**src/rtl/clken_gen_frac.sv**
```systemverilog
// clken_gen_frac: N-channel fractional clock-enable generator with glitch-free retune and lock sequencer
module clken_gen_frac #(
  parameter int NUM_CH = 2,
  parameter int ACC_W = 16,
  parameter logic [NUM_CH*ACC_W-1:0] DEF_INC = {16'd13, 16'd26},
  parameter logic [NUM_CH*ACC_W-1:0] DEF_MOD = {16'd27, 16'd27},
  parameter int LOCK_CYCLES = 1024,
  localparam int CH_W = (NUM_CH > 1) ? $clog2(NUM_CH) : 1,
  localparam int CNT_W = (LOCK_CYCLES > 1) ? $clog2(LOCK_CYCLES) : 1
) (
  input  logic              i_refclk,
  input  logic              i_rst_n,
  input  logic              i_cfg_we,
  input  logic [CH_W-1:0]   i_cfg_ch,
  input  logic [ACC_W-1:0]  i_cfg_inc,
  input  logic [ACC_W-1:0]  i_cfg_mod,
  input  logic              i_phase_sync,
  output logic [NUM_CH-1:0] o_ce,
  output logic              o_cfg_busy,
  output logic              o_locked
);
  typedef enum logic {SETTLE, LOCKED} state_t;
  state_t r_state, w_state_nxt;
  logic [CNT_W-1:0] r_cnt, w_cnt_nxt;
  logic [NUM_CH-1:0] w_pend;
  logic w_we_ok;
  // writes to a nonexistent channel are dropped everywhere, including the lock sequencer
  assign w_we_ok = i_cfg_we && ({1'b0, i_cfg_ch} < (CH_W + 1)'(NUM_CH));
  assign o_cfg_busy = |w_pend;
  assign o_locked = (r_state == LOCKED);
  for (genvar g = 0; g < NUM_CH; g++) begin : g_ch
    logic [ACC_W-1:0] r_acc, r_inc, r_mod, r_pinc, r_pmod;
    logic r_pend, r_ce;
    logic [ACC_W:0] w_sum, w_dif;
    logic w_clamp, w_dis, w_fire, w_apply, w_wr;
    // a channel fires when the widened sum crosses MOD; INC>=MOD (incl. MOD==0) clamps, INC==0 freezes
    always_comb begin
      w_sum = {1'b0, r_acc} + {1'b0, r_inc};
      w_dif = w_sum - {1'b0, r_mod};
      w_clamp = r_inc >= r_mod;
      w_dis = !w_clamp && r_inc == '0;
      w_fire = w_clamp || (!w_dis && w_sum >= {1'b0, r_mod});
      w_apply = r_pend && !i_phase_sync && (w_fire || w_dis);
      w_wr = w_we_ok && i_cfg_ch == CH_W'(g);
    end
    // accumulator, registered enable and pending config; retune only on a pulse boundary
    always_ff @(posedge i_refclk or negedge i_rst_n) begin
      if (!i_rst_n) begin
        r_acc <= '0;
        r_ce <= 1'b0;
        r_inc <= DEF_INC[g*ACC_W +: ACC_W];
        r_mod <= DEF_MOD[g*ACC_W +: ACC_W];
        r_pinc <= '0;
        r_pmod <= '0;
        r_pend <= 1'b0;
      end else begin
        r_acc <= (i_phase_sync || w_clamp) ? '0 : w_dis ? r_acc : ACC_W'(w_fire ? w_dif : w_sum);
        r_ce <= !i_phase_sync && w_fire;
        if (w_apply) begin
          r_inc <= r_pinc;
          r_mod <= r_pmod;
        end
        if (w_wr) begin
          r_pinc <= i_cfg_inc;
          r_pmod <= i_cfg_mod;
        end
        r_pend <= w_wr || (r_pend && !w_apply);
      end
    end
    assign o_ce[g] = r_ce;
    assign w_pend[g] = r_pend;
  end
  // lock sequencer: any valid write restarts settling; counting pauses while a config is pending
  always_comb begin
    w_state_nxt = r_state;
    w_cnt_nxt = r_cnt;
    if (w_we_ok) begin
      w_state_nxt = SETTLE;
      w_cnt_nxt = CNT_W'(LOCK_CYCLES - 1);
    end else if (r_state == SETTLE && !o_cfg_busy) begin
      if (r_cnt == '0) w_state_nxt = LOCKED;
      else w_cnt_nxt = r_cnt - 1'b1;
    end
  end
  // lock sequencer state register
  always_ff @(posedge i_refclk or negedge i_rst_n) begin
    if (!i_rst_n) begin
      r_state <= SETTLE;
      r_cnt <= CNT_W'(LOCK_CYCLES - 1);
    end else begin
      r_state <= w_state_nxt;
      r_cnt <= w_cnt_nxt;
    end
  end
endmodule

```
**config.mk**
```make
export PLATFORM = sky130hd
export DESIGN_NAME = clken_gen_frac
export DESIGN_NICKNAME = d
export VERILOG_FILES = /design/src/rtl/clken_gen_frac.sv
export SDC_FILE = /design/constraint.sdc
export NUM_CORES = 1
export LEC_CHECK = 0
export ABC_AREA = 1
export CAP_MARGIN = 25
export CORE_MARGIN = 1
export CORE_UTILIZATION = 35
export DETAILED_ROUTE_END_ITERATION = 10
export GPL_TIMING_DRIVEN = 1
export PLACE_DENSITY = 0.54
export SLEW_MARGIN = 30
export SYNTH_ARGS = -nofsm -noshare
export SYNTH_HDL_FRONTEND = slang
export SYNTH_SLANG_ARGS = --single-unit
```
**constraint.sdc**
```tcl
create_clock -name i_refclk -period 11.2 [get_ports i_refclk]
set_clock_uncertainty 0.15 [all_clocks]
set_input_delay 1.12 -clock i_refclk [delete_from_list [all_inputs] [get_ports i_refclk]]
set_output_delay 1.12 -clock i_refclk [all_outputs]
set_load 0.005 [all_outputs]
```
**After elaboration in Yosys (flattened, before gate mapping)**

Cells that the tools add are included.

- Bits in latches: 0
- Bits of input ports: 37
- Memories: 0
- ROM bits: 0
- Output and inout bits: 4
- Bits in writable memories: 0
- Register bits: 175

- Divide/modulo/power cells: 0
- Muxes and demuxes: 12
- Equal/unequal tests: 3
- Reduce and logical (&&, ||, !) cells: 39
- $lt $le $gt $ge: 4
- $mul: 0
- Bitwise operators: 2
- Shift-type cells: 0
- Add/subtract/negate cells: 5

Operator list:

| cell | count |
|---|---|
| $mux 16 | 6 |
| $add 16x16->17 | 2 |
| $ge 17x16->1 | 2 |
| $ge 16x16->1 | 2 |
| $logic_not 16->1 | 2 |
| $sub 16x16->16 | 2 |
| $mux 10 | 3 |
| $logic_and 1x1->1 | 15 |
| $logic_not 10->1 | 1 |
| $sub 10x1->10 const B | 1 |
| $logic_not 1->1 | 8 |
| $logic_or 1x1->1 | 8 |
| $ne 2x1->1 const B | 2 |
| $reduce_and 2->1 | 2 |
| $reduce_bool 2->1 | 2 |
| $mux 1 | 3 |
| $ne 2x2->1 const B | 1 |
| $not 1->1 | 2 |
| $reduce_or 2->1 | 1 |

**Longest topological paths before layout**

Gate-level depths: netlist of the first run.

- Word-level depth: 11
- Depth in mapped cells: 31

**Worst setup path before layout of the first run**

OpenSTA, ideal clock, no wires.

- Path kind: reg2reg
- Start point: register g_ch[1].r_inc[0]
- End point: register g_ch[1].r_acc[14]
- Cell stages (with the launch flop): 23
- Clock period less this slack: 3.622 ns
- Path buffers: 1
- Arrival: 3.355 ns
- Path slack: 7.578 ns
- Library setup time: 0.117 ns
- Required time: 10.933 ns
- Path through: dfstp_2 -> ha_1 -> inv_1 -> fa_1 -> o21ai_0 -> nand3_1 -> nand2_1 -> nand3_1 -> nand2_1 -> xnor2_1 -> inv_1 -> ha_1 -> a21oi_1 -> o21ai_0 -> a21oi_1 -> nand2_1 -> nand2_1 -> nand2_2 -> nand2_4 -> buf_2 -> nand3_1 -> nand3_1 -> nand2_1

- Word-level cells in the longest chain between the ends: 9
- Elaborated cells between the ends (all ways): 15

RTL lines:

| item | RTL line | RTL |
|---|---|---|
| from (decl) | 32 | `logic [ACC_W-1:0] r_acc, r_inc, r_mod, r_pinc, r_pmod;` |
| from (signal assigned) | 51 | `r_inc <= DEF_INC[g*ACC_W +: ACC_W];` |
| from (signal assigned) | 60 | `r_inc <= r_pinc;` |
| parallel branches: the longest is 9 deep, another holds $add 16x16->17 | -- |  |
| to (signal assigned) | 57 | `r_acc <= (i_phase_sync \|\| w_clamp) ? '0 : w_dis ? r_acc : ACC_W'(w_fire ? w_dif : w_sum);` |
| to (decl) | 32 |  |

Several ways; the timed one is not identified. The select of a mux whose other input is x is not followed.
A chain may end at the register's enable or synchronous reset.

**Worst setup path after layout of the first run**

- Start point: register g_ch[0].r_inc[1]
- End point: register g_ch[0].r_mod[3]

- Word-level cells in the longest chain between the ends: 8
- Elaborated cells between the ends (all ways): 11

RTL lines:

| item | RTL line | RTL |
|---|---|---|
| from (decl) | 32 |  |
| from (signal assigned) | 51 |  |
| from (signal assigned) | 60 |  |
| parallel branches: the longest is 6 deep, another holds $add 16x16->17 | -- |  |
| $logic_or 1x1->1 (*) | 43 | `w_apply = r_pend && !i_phase_sync && (w_fire \|\| w_dis);` |
| $logic_and 1x1->1 (*) | 43 |  |
| to (signal assigned) | 52 | `r_mod <= DEF_MOD[g*ACC_W +: ACC_W];` |
| to (signal assigned) | 61 | `r_mod <= r_pmod;` |
| to (decl) | 32 |  |

Mark *: on every way between the ends.

==> impl_results.md, run 1 <==
* Status: finished clean
* YS warnings at 0
* Post-Synth XOR/XNOR Area at 0.03392
* Worst reg-to-reg setup slack at 6.18 ns
* Final setup vio count at 0
* Post-synthesis sequential area ratio at 0.3881
* Vias in the first global route at 9,264
* Clock net sink count at 175
* Nets at 1,658
* Crit path buffers/inverters at 4
* Worst min-delay path class: register to register
* Least-Margin Pin Slew at 0.8708 ns
* # H-tree levels at 4
* WHS Endpoint: g_ch[1].r_mod[4]$_DFFE_PN1P_
* FFs w/ async S/R, synth at 1.000
* Yosys top cell by area: dfrtp_1
* CP most frequent cell: nand2_1
* Antenna cells at 0
* Syn avg cell area at 7.569 um2
* Synthesized net count at 1,639
* Detail Placement HPWL at 23,000 um
* R2R Path Start: g_ch[0].r_inc[1]$_DFFE_PN1P_
* Synth Area in Adders at 0.1139
* Crit. End Element: register
* Post-Synthesis Cells at 1,501
* CP arrival at 5.25 ns
* Synth Flop Type: dfrtp_1
* I/O pins at 41
* Post-CTS Setup Inserts at 0
* Initial Util at 0.3582
* Die area at 0.03318 mm2
* CP max stage delay at 0.83 ns
* Die Span Y at 182.2 um
* Global Route Usage Sum at 0.1918
* Setup crit start kind: register
* Core region area at 0.03172 mm2
* Port Buffers at 40
* CTS tree: built
* Final period util at 0.4484
* Family with the most delay on the worst path: simple AND/OR/NAND/NOR gates
* Most common library cells after synthesis: nand2_1, inv_1, nand3_1
* Final hold viol count at 0
* Largest family of logic cells by synthesized area: simple AND/OR/NAND/NOR gates
* Clk slew on worst S/H paths at 0.07 ns
* Area fraction of the dominant cell type after synthesis at 0.3326
* Gpl congestion at 0.9030
* Vias at 9,593
* Die Wd at 182.2 um
* MaxCap Viol Count at 0
* Drt first-iter violations at 735
* Final instance area at 0.01266 mm2
* Number of detailed-route iterations in the first pass at 7
* Finished Layout Cells at 1,935
* CP Max Fanout at 33
* Final min period at 5.022 ns
* Fin Setup TNS at 0 ns
* Area contributors post-synth: dfrtp_1, nand2_1, ha_1
* Clk buf depth at 2
* Initial antenna violation count at 0
* Fin. max-slew vios at 0
* Netlist Area Pre-Place at 0.01136 mm2
* Post-DRT Antenna Nets at 0
* Mux share of post-synthesis cell area at 0
* Critical path type: register to register
* Clk root buf: clkbuf_16
* Clk_lat worst skew at 0.43 ns
* Post-synthesis simple-gate area fraction at 0.2791
* Post-CTS Hold Fix Bufs at 0
* Dpl cell area at 0.01210 mm2
* Grt total ovfl at 0
* Fmax at 199.1 MHz
* DRC at 0
* Headroom to the max-slew limit at 0.4181
* Yosys reg bits at 175
* Area growth syn-to-layout at 11.46%
* PostCTS Resize Cnt at 0
* Most common cell in the netlist: nand2_1
* Pin count of the biggest net entering global routing at 76
* Post-synth EDFFs at 0
* Hold Path Origin: g_ch[1].r_mod[4]$_DFFE_PN1P_
* Avg WL per Cell at 15.57 um
* DR vias/cell at 4.958
* # rows at 65
* Worst flop-to-flop path endpoint: g_ch[0].r_mod[3]$_DFFE_PN1P_
* Layout cell share with drive strength beyond 1 at 0.06262
* Worst reg-to-reg path cell count at 27
* Yosys cell types at 43
* Unrepaired setup endpoints after global routing: false
* CP required at 11.42 ns
* Post-Route WL at 30,130 um
* Hold Path Depth at 2
* Synth Area in Compound Gates at 0.1010
* Placed cells at 1,903
* Num CTS Buffers at 17
* First-pass GRT wire length at 50,030 um
* Slowest cell on the critical path: nand2_2
## cells by family (layout without fill, tap and decap cells)
logic type | Yosys count | in the layout
xor gates and xnor gates | 44 | 44
DFF | 175 | 175
AOI/OAI and AO/OA | 215 | 215
buffers and inverters | 234 | 266
adders and majority gates | 101 | 101
and+or+nand+nor | 732 | 732
## per-stage QoR
step                      hold WS [ns]  worst slack [ns]    util
after detailed placement        0.3092             6.213  0.3813
after floorplan                 0.2919             7.578       -
after CTS                       0.3193             6.184  0.3993
after global routing            0.3419             5.583  0.3993
final                           0.3157             6.178  0.3993
after global placement          0.2997             6.290  0.3805
## worst reg2reg max path: stages (launching register included)
cell and delay [ns]:
dfstp_2 0.56, inv_1 0.07, fa_1 0.43, nand3b_1 0.17
nand2_1 0.14, nand2_1 0.08, nand2_2 0.12, inv_1 0.05
o21bai_1 0.20, nand2_1 0.10, nand2_1 0.07, nand2_1 0.04
nand2_1 0.07, inv_1 0.05, ha_1 0.31, nand2_1 0.13
nor2_1 0.06, nand2_1 0.05, o21ai_0 0.08, nand2_1 0.07
nand2_1 0.05, nor2_1 0.08, nand2_1 0.06, inv_2 0.06
nand4_2 0.66, nand2_2 0.84, nand2_1 0.14, nand2_1 0.09
## state kept, by name, summed over array words and instances, names as in the netlist
register and count:
g_ch.r_acc 32, g_ch.r_inc 32, g_ch.r_mod 32, g_ch.r_pinc 32
g_ch.r_pmod 32, r_cnt 10, g_ch.r_ce 2, g_ch.r_pend 2
o_locked 1
## layer usage
layer	vias to the layer above	track usage	wire (um)
li1	4929	-	-
met1	4487	0.2880	15860
met2	155	0.2870	12840
met3	22	0.02554	1026
met4	0	0.05008	396
met5	-	0	0
## worst max-delay path by stage
| stage | start | end | slack (ns) | cells past startpoint |
|---|---|---|---|---|
| 3_5_place_dp | g_ch[0].r_inc[1]$_DFFE_PN1P_ | g_ch[0].r_mod[3]$_DFFE_PN1P_ | 6.21 | 27 |
| 3_3_place_gp | g_ch[0].r_inc[1]$_DFFE_PN1P_ | g_ch[0].r_pend$_DFF_PN0_ | 6.29 | 27 |
| 6_report | g_ch[0].r_inc[1]$_DFFE_PN1P_ | g_ch[0].r_mod[3]$_DFFE_PN1P_ | 6.18 | 27 |
| 4_1_cts | g_ch[0].r_inc[1]$_DFFE_PN1P_ | g_ch[0].r_mod[3]$_DFFE_PN1P_ | 6.18 | 27 |
| 5_1_grt | g_ch[0].r_inc[1]$_DFFE_PN1P_ | g_ch[0].r_pend$_DFF_PN0_ | 5.58 | 27 |
| 2_1_floorplan | g_ch[1].r_inc[0]$_DFFE_PN1P_ | g_ch[1].r_acc[14]$_DFFE_PN0P_ | 7.58 | 22 |
## final cells by class
cell class / count / area (um2)
well taps: 402 / 503.0
repair buffers: 47 / 469.2
fillers: 3338 / 19050
flip-flops and latches: 175 / 4409
clock inverters: 11 / 107.6
clock buffers: 21 / 460.4
inverters: 187 / 701.9
multi-input cells: 1092 / 6012
## cell usage in the layout (no fill, tap or decap), drive strengths merged, types with 2 or more instances in the layout
cell and count:
a21boi 3, a21o 5, a21oi 81, a31o 2, a31oi 2, buf 7
clkbuf 22, clkdlybuf4s50 39, clkinv 4, clkinvlp 5, dfrtp 151, dfstp 24
fa 4, ha 97, inv 188, nand2 452, nand3 181, nand3b 10
nand4 10, nor2 58, nor3 5, nor4 9, o211ai 3, o21ai 112
o21bai 5, or2 5, xnor2 20, xor2 24
Power of run 1 is left out: the tool's default activity adds up to more than one toggle a clock period on the data nets, which glitch-free logic cannot reach.
==> run 2, diff against run 1 <==
==> constraint.sdc (replaced) <==
create_clock -name i_refclk -period 4.89 [get_ports i_refclk]
set_clock_uncertainty 0.15 [all_clocks]
set_input_delay 0.489 -clock i_refclk [delete_from_list [all_inputs] [get_ports i_refclk]]
set_output_delay 0.489 -clock i_refclk [all_outputs]
set_load 0.005 [all_outputs]
==> impl_results.md, run 2 (synthesis results as in run 1) <==
* Reg area at 0.004409 mm2 (unchanged)
* Antenna cells at 0 (unchanged)
* Worst min-delay path class: register to register
* CP arrival at 4.53 ns (-0.72 ns)
* Met2 wire length at 13,130 um (+2.3%)
* # rows at 65 (unchanged)
* Final min period at 4.353 ns (-0.6696 ns)
* Worst reg-to-reg setup slack at 0.54 ns (-5.64 ns)
* Final setup vio count at 0 (unchanged)
* Fillers at 3,325 (-0.39%)
* Final hold viol count at 0 (unchanged)
* Critical path type: register to register
* Headroom to the max-slew limit at 0.4969 (+0.07877)
* Fin. max-slew vios at 0 (unchanged)
* CP Max Fanout at 32 (-3.0%)
* MaxCap Viol Count at 0 (unchanged)
* CP required at 5.07 ns (-6.35 ns)
* Dpl cell area at 0.01210 mm2 (about the same)
* Vias in the first global route at 9,393 (+1.4%)
* WL met1 at 15,270 um (-3.7%)
* Num CTS Buffers at 17 (unchanged)
* Crit. End Element: register
* Setup crit start kind: register
* Hold Path Origin: g_ch[1].r_mod[3]$_DFFE_PN1P_
* Final period util at 0.8901 (+0.4417)
* Die Wd at 182.2 um (unchanged)
* DR WL met3 at 881 um (-14%)
* Drt first-iter violations at 651 (-11%)
* Initial Util at 0.3582 (unchanged)
* Vias at 9,767 (+1.8%)
* Clock net sink count at 175 (unchanged)
* Hold Path Depth at 2 (unchanged)
* Clk slew on worst S/H paths at 0.07 ns (about the same)
* I/O pins at 41 (unchanged)
* Post-Route WL at 29,670 um (-1.5%)
* Fin Setup TNS at 0 ns (unchanged)
* Post-DRT Antenna Nets at 0 (unchanged)
* Clk_lat worst skew at 0.44 ns (about the same)
* First-pass GRT wire length at 49,310 um (-1.4%)
* PostCTS Resize Cnt at 0 (unchanged)
* Die area at 0.03318 mm2 (unchanged)
* Most frequent cells in the layout: nand2_1, inv_1, nand3_1
* Status: finished clean
* Die Span Y at 182.2 um (unchanged)
* Nets at 1,659 (+0.060%)
* Gpl congestion at 0.8828 (-2.2%)
* Clk root buf: clkbuf_16
* Detail Placement HPWL at 22,420 um (-2.5%)
* Port Buffers at 40 (unchanged)
* Least-Margin Pin Slew at 0.7547 ns (-0.1161 ns)
* Top routing layer used: met4
* Pin count of the biggest net entering global routing at 91 (+20%)
* Core region area at 0.03172 mm2 (unchanged)
* Worst flop-to-flop path endpoint: g_ch[1].r_mod[5]$_DFFE_PN0P_
* Layout cell share with drive strength beyond 1 at 0.06193 (-0.0006927)
* DR vias/cell at 5.045 (+1.8%)
* Unrepaired setup endpoints after global routing: false
* Area growth syn-to-layout at 11.51% (about the same)
* Fmax at 229.7 MHz (+15%)
* Final instance area at 0.01267 mm2 (about the same)
* Initial antenna violation count at 0 (unchanged)
* WHS Endpoint: g_ch[1].r_mod[3]$_DFFE_PN1P_
* Most common cell after layout, fill and taps aside: nand2_1
* Grt total ovfl at 0 (unchanged)
* Global Route Usage Sum at 0.1872 (-0.004574)
* # H-tree levels at 4 (unchanged)
* DRC at 0 (unchanged)
* Clk buf depth at 2 (unchanged)
* Avg WL per Cell at 15.33 um (-1.6%)
* Worst reg-to-reg path cell count at 22 (-19%)
* R2R Path Start: g_ch[1].r_inc[0]$_DFFE_PN1P_
* Area of the multi-input gates at 0.006015 mm2 (about the same)
* CTS tree: built
* Number of detailed-route iterations in the first pass at 5 (-2)
==> run 2: worst max-delay path, stage by stage, from the launching register on <==
cell and delay, ns:
dfstp_2 0.56, ha_1 0.17, inv_1 0.05, fa_1 0.42, o21ai_0 0.31, nand3_1 0.12
nand2_1 0.15, nand3_1 0.08, nand2_1 0.08, xnor2_1 0.15, inv_1 0.07, ha_1 0.33
a21oi_1 0.25, o21ai_0 0.11, a21oi_1 0.18, nand2_1 0.08, nand2_1 0.09, nand2_2 0.08
nand2_4 0.22, nand3_4 0.12, buf_4 0.26, nand3_1 0.12, nand2_1 0.06
==> run 2: worst max-delay path by stage <==
stage                                      start                            end  slack (ns)  cells after the start
floorplan           g_ch[1].r_inc[0]$_DFFE_PN1P_  g_ch[1].r_acc[14]$_DFFE_PN0P_        1.27                     22
global placement    g_ch[1].r_inc[0]$_DFFE_PN1P_  g_ch[1].r_inc[14]$_DFFE_PN0P_        0.60                     22
detailed placement  g_ch[1].r_inc[0]$_DFFE_PN1P_   g_ch[1].r_inc[1]$_DFFE_PN0P_        0.59                     22
CTS                 g_ch[1].r_inc[0]$_DFFE_PN1P_   g_ch[1].r_acc[9]$_DFFE_PN0P_        0.56                     22
global route        g_ch[1].r_inc[0]$_DFFE_PN1P_   g_ch[1].r_mod[3]$_DFFE_PN1P_        0.17                     22
finish              g_ch[1].r_inc[0]$_DFFE_PN1P_   g_ch[1].r_mod[5]$_DFFE_PN0P_        0.54                     22
==> run 2: timing repair <==
action | CTS | global route
hold buffers | 1 | 0
endpoints found under the hold margin | 13 | 0
buffers inserted | 0 | 0
==> run 2: per-layer routing <==
layer / track usage / vias up
met2: 0.2927 / 166
met3: 0.02574 / 33
met1: 0.2735 / 4644
li1: - / 4924
met4: 0.04067 / 0
met5: 0 / -
==> run 2: cell type report <==
class | count | share of cell area
multi-input cells | 1092 | 0.4748
flip-flops and latches | 175 | 0.3480
clock buffers | 21 | 0.03556
well taps | 402 | 0.03970
clock inverters | 11 | 0.008691
inverters | 187 | 0.05541
repair buffers | 48 | 0.03783
==> run 2: stage by stage <==
step           hold WS [ns]  std cells  worst slack (ns)    util
4_1_cts              0.3188       1936            0.5600  0.3994
3_3_place_gp         0.3029       1903            0.5990  0.3811
3_5_place_dp         0.3083       1903            0.5879  0.3814
5_1_grt              0.3372       1936            0.1709  0.3994
6_report             0.3180       1936            0.5373  0.3994
2_1_floorplan       0.04341       1501             1.268       -
Power of run 2 is left out for the same reason.
